**src/rtl/poly_voice_mixer.sv**
```systemverilog
// poly_voice_mixer: N-voice note allocator with optional round-robin voice
// stealing, plus a sequential attenuating/saturating sample mixer.
module poly_voice_mixer #(
  parameter int NUM_VOICES   = 4,
  parameter int SAMPLE_WIDTH = 16,
  parameter int NOTE_WIDTH   = 6,
  parameter int SHIFT        = 2,
  parameter int STEAL_EN     = 0
) (
  input  logic                               clk,
  input  logic                               reset,
  input  logic                               note_valid,
  input  logic [NOTE_WIDTH-1:0]              note_in,
  input  logic [NOTE_WIDTH-1:0]              duration_in,
  input  logic [NUM_VOICES-1:0]              voice_done,
  input  logic [NUM_VOICES-1:0]              voice_mute,
  output logic [NUM_VOICES-1:0]              load_voice,
  output logic [NUM_VOICES*NOTE_WIDTH-1:0]   note_out,
  output logic [NUM_VOICES*NOTE_WIDTH-1:0]   duration_out,
  output logic [NUM_VOICES-1:0]              busy,
  output logic                               note_dropped,
  output logic                               voice_stolen,
  input  logic                               mix_start,
  input  logic [NUM_VOICES*SAMPLE_WIDTH-1:0] samples_in,
  output logic [SAMPLE_WIDTH-1:0]            mix_out,
  output logic                               mix_valid,
  output logic                               clip,
  output logic                               mix_overrun
);

  localparam int N  = NUM_VOICES;
  localparam int W  = SAMPLE_WIDTH;
  localparam int NW = NOTE_WIDTH;
  localparam int KW = $clog2(N);
  // One guard bit beyond clog2(N) so the running sum of N full-scale
  // samples can never wrap before saturation.
  localparam int AW = W + KW + 1;

  localparam logic signed [AW-1:0] MAXV = {{(AW-W+1){1'b0}}, {(W-1){1'b1}}};
  localparam logic signed [AW-1:0] MINV = {{(AW-W+1){1'b1}}, {(W-1){1'b0}}};

  // ---------------------------------------------------------------- alloc
  logic [N-1:0]          busy_q, busy_d, load_q, tgt_oh;
  logic [N-1:0][NW-1:0]  note_q, dur_q;
  logic [KW-1:0]         steal_ptr_q, free_idx, tgt;
  logic                  any_free, do_load, do_steal, do_drop;
  logic                  dropped_q, stolen_q;

  // Lowest-index idle voice; scanning downward leaves the lowest one last.
  always_comb begin
    any_free = 1'b0;
    free_idx = '0;
    for (int i = N - 1; i >= 0; i--) begin
      if (!busy_q[i]) begin
        any_free = 1'b1;
        free_idx = KW'(i);
      end
    end
  end

  // Choose the target voice and the busy next-state; a load on the same
  // voice as a done pulse wins because it is OR-ed in after the clear.
  always_comb begin
    do_load  = note_valid & (any_free | (STEAL_EN != 0));
    do_steal = note_valid & ~any_free & (STEAL_EN != 0);
    do_drop  = note_valid & ~any_free & (STEAL_EN == 0);
    tgt      = any_free ? free_idx : steal_ptr_q;
    tgt_oh   = {{(N-1){1'b0}}, 1'b1} << tgt;
    busy_d   = (busy_q & ~voice_done) | (do_load ? tgt_oh : '0);
  end

  // Allocation state: busy flags, held note/duration, steal pointer, pulses.
  always_ff @(posedge clk) begin
    if (reset) begin
      busy_q      <= '0;
      load_q      <= '0;
      note_q      <= '0;
      dur_q       <= '0;
      steal_ptr_q <= '0;
      dropped_q   <= 1'b0;
      stolen_q    <= 1'b0;
    end else begin
      busy_q    <= busy_d;
      load_q    <= do_load ? tgt_oh : '0;
      dropped_q <= do_drop;
      stolen_q  <= do_steal;
      if (do_load) begin
        note_q[tgt] <= note_in;
        dur_q[tgt]  <= duration_in;
      end
      if (do_steal)
        steal_ptr_q <= (steal_ptr_q == KW'(N - 1)) ? '0 : steal_ptr_q + 1'b1;
    end
  end

  assign load_voice   = load_q;
  assign busy         = busy_q;
  assign note_out     = note_q;
  assign duration_out = dur_q;
  assign note_dropped = dropped_q;
  assign voice_stolen = stolen_q;

  // ---------------------------------------------------------------- mixer
  typedef enum logic [1:0] {S_IDLE, S_ACC, S_SAT} state_t;

  state_t                state_q;
  logic [N-1:0][W-1:0]   snap_q;
  logic [KW-1:0]         k_q;
  logic signed [AW-1:0]  acc_q, acc_d, term;
  logic [AW-1:0]         term_ext;
  logic [W-1:0]          sat_d, mix_q;
  logic                  clip_d, clip_q, valid_q, overrun_q;

  // Sign-extend the current voice, attenuate, and add unless muted.
  always_comb begin
    term_ext = {{(AW-W){snap_q[k_q][W-1]}}, snap_q[k_q]};
    term     = $signed(term_ext) >>> SHIFT;
    acc_d    = voice_mute[k_q] ? acc_q : acc_q + term;
  end

  // Clamp the full-width sum into the output sample range.
  always_comb begin
    sat_d  = acc_q[W-1:0];
    clip_d = 1'b0;
    if (acc_q > MAXV) begin
      sat_d  = MAXV[W-1:0];
      clip_d = 1'b1;
    end else if (acc_q < MINV) begin
      sat_d  = MINV[W-1:0];
      clip_d = 1'b1;
    end
  end

  // Mixer FSM: snapshot, accumulate one voice per cycle, then saturate.
  always_ff @(posedge clk) begin
    if (reset) begin
      state_q   <= S_IDLE;
      snap_q    <= '0;
      k_q       <= '0;
      acc_q     <= '0;
      mix_q     <= '0;
      clip_q    <= 1'b0;
      valid_q   <= 1'b0;
      overrun_q <= 1'b0;
    end else begin
      valid_q   <= 1'b0;
      overrun_q <= 1'b0;
      case (state_q)
        S_IDLE: begin
          if (mix_start) begin
            snap_q  <= samples_in;
            acc_q   <= '0;
            k_q     <= '0;
            state_q <= S_ACC;
          end
        end
        S_ACC: begin
          overrun_q <= mix_start;
          acc_q     <= acc_d;
          if (k_q == KW'(N - 1)) state_q <= S_SAT;
          else                   k_q     <= k_q + 1'b1;
        end
        S_SAT: begin
          overrun_q <= mix_start;
          mix_q     <= sat_d;
          clip_q    <= clip_d;
          valid_q   <= 1'b1;
          state_q   <= S_IDLE;
        end
        default: state_q <= S_IDLE;
      endcase
    end
  end

  assign mix_out     = mix_q;
  assign clip        = clip_q;
  assign mix_valid   = valid_q;
  assign mix_overrun = overrun_q;

endmodule

```
**config.mk**
```make
export PLATFORM = sky130hd
export DESIGN_NAME = poly_voice_mixer
export DESIGN_NICKNAME = d
export VERILOG_FILES = /design/src/rtl/poly_voice_mixer.sv
export SDC_FILE = /design/constraint.sdc
export NUM_CORES = 1
export LEC_CHECK = 0
export BUFFER_PORTS_ARGS = -buffer_cell sky130_fd_sc_hd__buf_2
export CAP_MARGIN = 15
export CORE_ASPECT_RATIO = 1.4
export CORE_MARGIN = 4
export CORE_UTILIZATION = 25
export DETAILED_ROUTE_END_ITERATION = 12
export GPL_ROUTABILITY_DRIVEN = 0
export SYNTH_ARGS = -nofsm -noshare
export SYNTH_HDL_FRONTEND = slang
export SYNTH_SLANG_ARGS = --single-unit
```
**constraint.sdc**
```tcl
create_clock -name clk -period 4.75 [get_ports clk]
set_clock_uncertainty 0.15 [all_clocks]
set_input_delay 0.475 -clock clk [delete_from_list [all_inputs] [get_ports clk]]
set_output_delay 0.475 -clock clk [all_outputs]
set_load 0.005 [all_outputs]
```
== Word level (Yosys, flattened, before mapping) ==
Index checks and enable logic that the tools add are counted.

* Register bits: 163
* Input bits: 88
* Output and inout port bits: 77
* Word-level logic and storage cells: 85

* Add/subtract/negate cells: 2
* Magnitude comparators: 5
* Eq/ne operators: 7
* Shift-type cells: 1
* Multiplexer cells: 32
* Bitwise logic cells: 7
* Reductions and logical operators: 9

{| class="wikitable"
|+ Operators by type and width
! kind !! number
|-
| $bwmux W24 || 2
|-
| $mux W16 || 3
|-
| $mux W19 || 2
|-
| $pmux W19 S2 || 1
|-
| $bmux W16 S2 || 1
|-
| $add A19 B14 Y19 || 1
|-
| $gt A19 B16 Y1 const B || 1
|-
| $lt A19 B16 Y1 const B || 1
|-
| $mux W2 || 9
|-
| $demux W6 S2 || 1
|-
| $mux W1 || 8
|-
| $ne A2 B2 Y1 const B || 4
|-
| $pmux W2 S2 || 2
|-
| $lt A2 B3 Y1 const B || 2
|-
| $mux W6 || 1
|-
| $reduce_and A3 Y1 || 2
|-
| $and A4 B4 Y4 || 1
|-
| $eq A2 B2 Y1 const B || 2
|-
| $mux W4 || 1
|-
| $not A4 Y4 || 1
|-
| $or A4 B4 Y4 || 1
|-
| $reduce_and A2 Y1 || 2
|-
| $reduce_or A2 Y1 || 2
|-
| $shl A1 B2 Y4 const A || 1
|-
| 9 further kinds || 11
|}

== Logic depth before layout (Yosys ltp) ==
* Word-level depth: 10
* Gate-level depth with buffers: 10
* Depth with buffers taken out: 9

== Worst setup path before layout ==
OpenSTA, ideal clock, no wires.

* Kind: reg2reg
* Start: register k_q[0]
* End: register acc_q[18]
* Library setup time: 79 ps
* Data arrival time: 3,221 ps
* Required time: 4,521 ps
* Path slack: 1,300 ps
* Stages on the path, launching flop included: 11
* Buffers on the path: 2
* Clock period less this slack: 3,450 ps
* Path through: dfxtp_1 buf_6 buf_1 mux4_2 ha_1 a21oi_1 nand2_1 or2_2 or4_1 a41o_1 o211ai_1

* Cells in the longest elaborated chain, start to end: 5
* Elaborated cells between the ends (all ways): 9
* Classes of those cells: add/sub: 1; eq/ne: 1; mux: 6; reduce/logical: 1

{| class="wikitable"
|+ Ends and longest elaborated chain
! item !! RTL line !! text
|-
| start: declaration || 108 || <nowiki>logic [KW-1:0] k_q;</nowiki>
|-
| start signal: assignment || 161 || <nowiki>else k_q <= k_q + 1'b1;</nowiki>
|-
| $bmux W16 S2 || 116 || <nowiki>term_ext = {{(AW-W){snap_q[k_q][W-1]}}, snap_q[k_q]};</nowiki>
|-
| $mux W16 (implied by the code) || 116 ||
|-
| $add A19 B14 Y19 || 118 || <nowiki>acc_d = voice_mute[k_q] ? acc_q : acc_q + term;</nowiki>
|-
| $mux W19 || 118 ||
|-
| $pmux W19 S2 || 148 || <nowiki>case (state_q)</nowiki>
|-
| end signal: assignment || 140 || <nowiki>acc_q <= '0;</nowiki>
|-
| end signal: assignment || 152 || <nowiki>acc_q <= '0;</nowiki>
|-
| end signal: assignment || 159 || <nowiki>acc_q <= acc_d;</nowiki>
|-
| end: declaration || 109 || <nowiki>logic signed [AW-1:0] acc_q, acc_d, term;</nowiki>
|}

Several ways; a longest one is shown, not always the timed one. The select of a mux whose other input is x is not followed.
A chain may end at the register's enable or synchronous reset.

== Final worst setup path ==
Same ends and word-level chain as after synthesis.

==> results.txt <==
Worst-skew pair later-pin latency: 0.43 ns
Largest family of logic cells by synthesized area: simple AND/OR/NAND/NOR gates
Average wire per standard cell: 14.4 um
Setup_tns: 0 ns
Sequential fraction of the synthesis area: 45.7%
Adder-cell share of the synthesized area: 4.53%
Final Hold Fails: 0
Hold buffers post-CTS: 0
CTS Root Cell: clkbuf_16
Setup crit end kind: register
CP startpoint kind: register
Ys flop type: dfxtp_1
Status: completed
Reg2reg path depth: 9
RSZ-0062 raised after global routing: false
Hold Slack: 0.128 ns
Layout cells sized above 1: 21.7%
XOR/XNOR Fraction of Synth Area: 0.902%
Final cycle utilization of the critical path: 75.8%
Post-synth top area cell: dfxtp_1
Required @ worst endpoint: 4.95 ns
WHS Path Cells: 3
Diodes inserted: 0
Ys Warns: 0
Tot GR Track Use: 12.5%
ANT nets after route: 0
Num CTS Buffers: 17
Peak VDD IR: 242 uV
Starting Density: 25.3%
Filler instances: 2,918
Row count: 71
Distinct cells, synth: 55
CTS tree: built
Least-Margin Pin Slew: 1.09 ns
Syn Area/Cell: 8.25 um^2
Post-DR vias/cell: 4.57
Compound-cell area share of the yosys netlist: 18.9%
Area fraction of the dominant cell type after synthesis: 45.7%
Mapped Nets: 936
Reg area: 3100 um^2
Syn Inst Count: 824
Leakage: 3.48 nW
Largest net degree at the start of global routing: 84
Resize count post-CTS: 0
Worst-path clk slew: 0.07 ns
Mapped Area: 6790 um^2
CTS Sinks: 155
Final setup viols: 0
Core area: 26,800 um^2
Maximum clock insertion buffer count: 2
Max Clk Rate: 278 MHz
Multi-input gate area: 3450 um^2
CP Class: register to register
Final wirelength: 19,100 um
Design Area, Final: 8470 um^2
#FFs+latches synth: 155
MaxCap Viol Count: 0
Post-DP Area: 7850 um^2
Post-Synth Simple-Gate Area: 21.0%
Post-synthesis mux area share: 5.40%
Area contributors post-synth: dfxtp_1 46%, nand2_1 13%, a21oi_1 11%, ha_1 4.2%, mux4_2 3.3%
NumNets Final: 1,062
Cell Pwr Density: 372 nW/um^2
# IOs: 165
Count of pins over their slew limit: 0
Cell Count, Final, Fillers Out: 1,328
Min cycle time layout: 3.60 ns
Initial antenna violation count: 1
Most common cell after layout, fill and taps aside: nand2_1
Vias in the first global route: 5,676
Overall power: 3.15 mW
CP Max Fanout: 12
HPWL after DPL: 13,800 um
Number of synthesized flops with an enable pin: 0
Relative slew slack: 26.6%
P&R area growth vs syn: 24.7%
DRC Markers: 0
Setup Fix Bufs, Post-CTS: 0
Grt total ovfl: 0
Hold Path Class: primary input to register
Asr flop ratio synth: 0%
Input/output buffers: 155
First-pass GRT wire length: 29,900 um
Die height: 203 um
Total iterations of the first detailed-routing run: 4
Vias: 6,074
Crit path DAT: 3.80 ns
H-tree Lvls: 4
DR iter-0 viols: 282
DIE WIDTH: 147 um
Dpl cells: 1,295
Most frequent cells in the layout: 237 x nand2_1, 155 x a21oi_1, 155 x dfxtp_1, 154 x buf_2, 34 x o21ai_0
Die footprint: 29,900 um^2
-- sequential cells by signal, indices dropped and copies added, names as in the netlist --
register	flops
mix_out	16
note_out	24
mix_overrun	1
acc_q	19
snap_q	56
state_q	2
clip	1
mix_valid	1
k_q	2
load_voice	4
note_dropped	1
busy	4
duration_out	24
-- final timing paths --
| check | start | endpoint | slack (ns) |
|---|---|---|---|
| hold / removal | samples_in[42] | snap_q[42] | 0.13 |
| hold reg to reg | note_out[6] | note_out[6] | 0.30 |
| setup reg to reg | k_q[0] | acc_q[18] | 1.15 |
| setup / recovery | k_q[0] | acc_q[18] | 1.15 |
-- metrics by stage --
step	utilization (%)	setup WS, ns
floorplan	-	1.30
global placement	29.3	1.17
detailed placement	29.3	1.17
CTS	31.6	1.15
global route	31.6	0.945
finish	31.6	1.15
-- worst max-delay path: stages, from the launching register on --
cell      delay, ns
dfxtp_1        0.53
buf_4          0.34
mux4_1         0.61
ha_1           0.37
a21o_1         0.20
a21oi_1        0.22
a21oi_1        0.21
or4_1          0.57
a41o_1         0.24
o211ai_1       0.07
-- power breakdown --
group | total (mW) | internal, mW | switching [mW]
Combinational | 0.343 | 0.130 | 0.213
Sequential | 1.39 | 1.35 | 0.0321
Clock | 1.42 | 0.860 | 0.565
Total | 3.15 | 2.34 | 0.810
-- cell usage after synthesis (3+ instances only) --
cell / n
clkbuf_1: 47
nor3_1: 4
or3_1: 3
nand2b_1: 22
nor2_1: 22
inv_1: 8
buf_1: 3
nand2_1: 237
nor2b_1: 5
ha_1: 23
nand4_1: 7
or2_2: 4
xnor2_1: 3
a21oi_1: 155
o211ai_1: 3
nand3_1: 8
o21a_1: 3
a211oi_1: 3
nand3b_1: 5
mux4_1: 5
xor2_1: 4
o21ai_0: 34
mux4_2: 10
a21boi_0: 4
or4_1: 4
a211o_1: 3
a21o_1: 8
dfxtp_1: 155
-- metal layers --
layer / track usage (%) / vias up / share of wire, %
li1: - / 3094 / -
met5: 0 / - / 0.068
met2: 20.8 / 134 / 49
met1: 15.5 / 2806 / 43
met4: 5.56 / 2 / 3.1
met3: 2.63 / 38 / 4.2
-- cell families (layout without fill, tap and decap cells) --
kind of cell / Yosys count / in the layout
AOI/OAI and AO/OA: 230 / 230
xor gates and xnor gates: 7 / 7
adders and majority gates: 24 / 24
buffers and inverters: 61 / 200
DFF: 155 / 155
muxes: 16 / 16
other: 1 / 1
and+or+nand+nor: 330 / 330
-- final cells by class --
| type | count | share of cell area (%) |
|---|---|---|
| flip-flops and latches | 155 | 36.6 |
| clock buffers | 20 | 5.39 |
| multi-input cells | 608 | 40.7 |
| clock inverters | 12 | 1.92 |
| repair buffers | 160 | 9.60 |
| well taps | 365 | 5.39 |
| inverters | 8 | 0.354 |
Power figures use the tool's default switching activity.
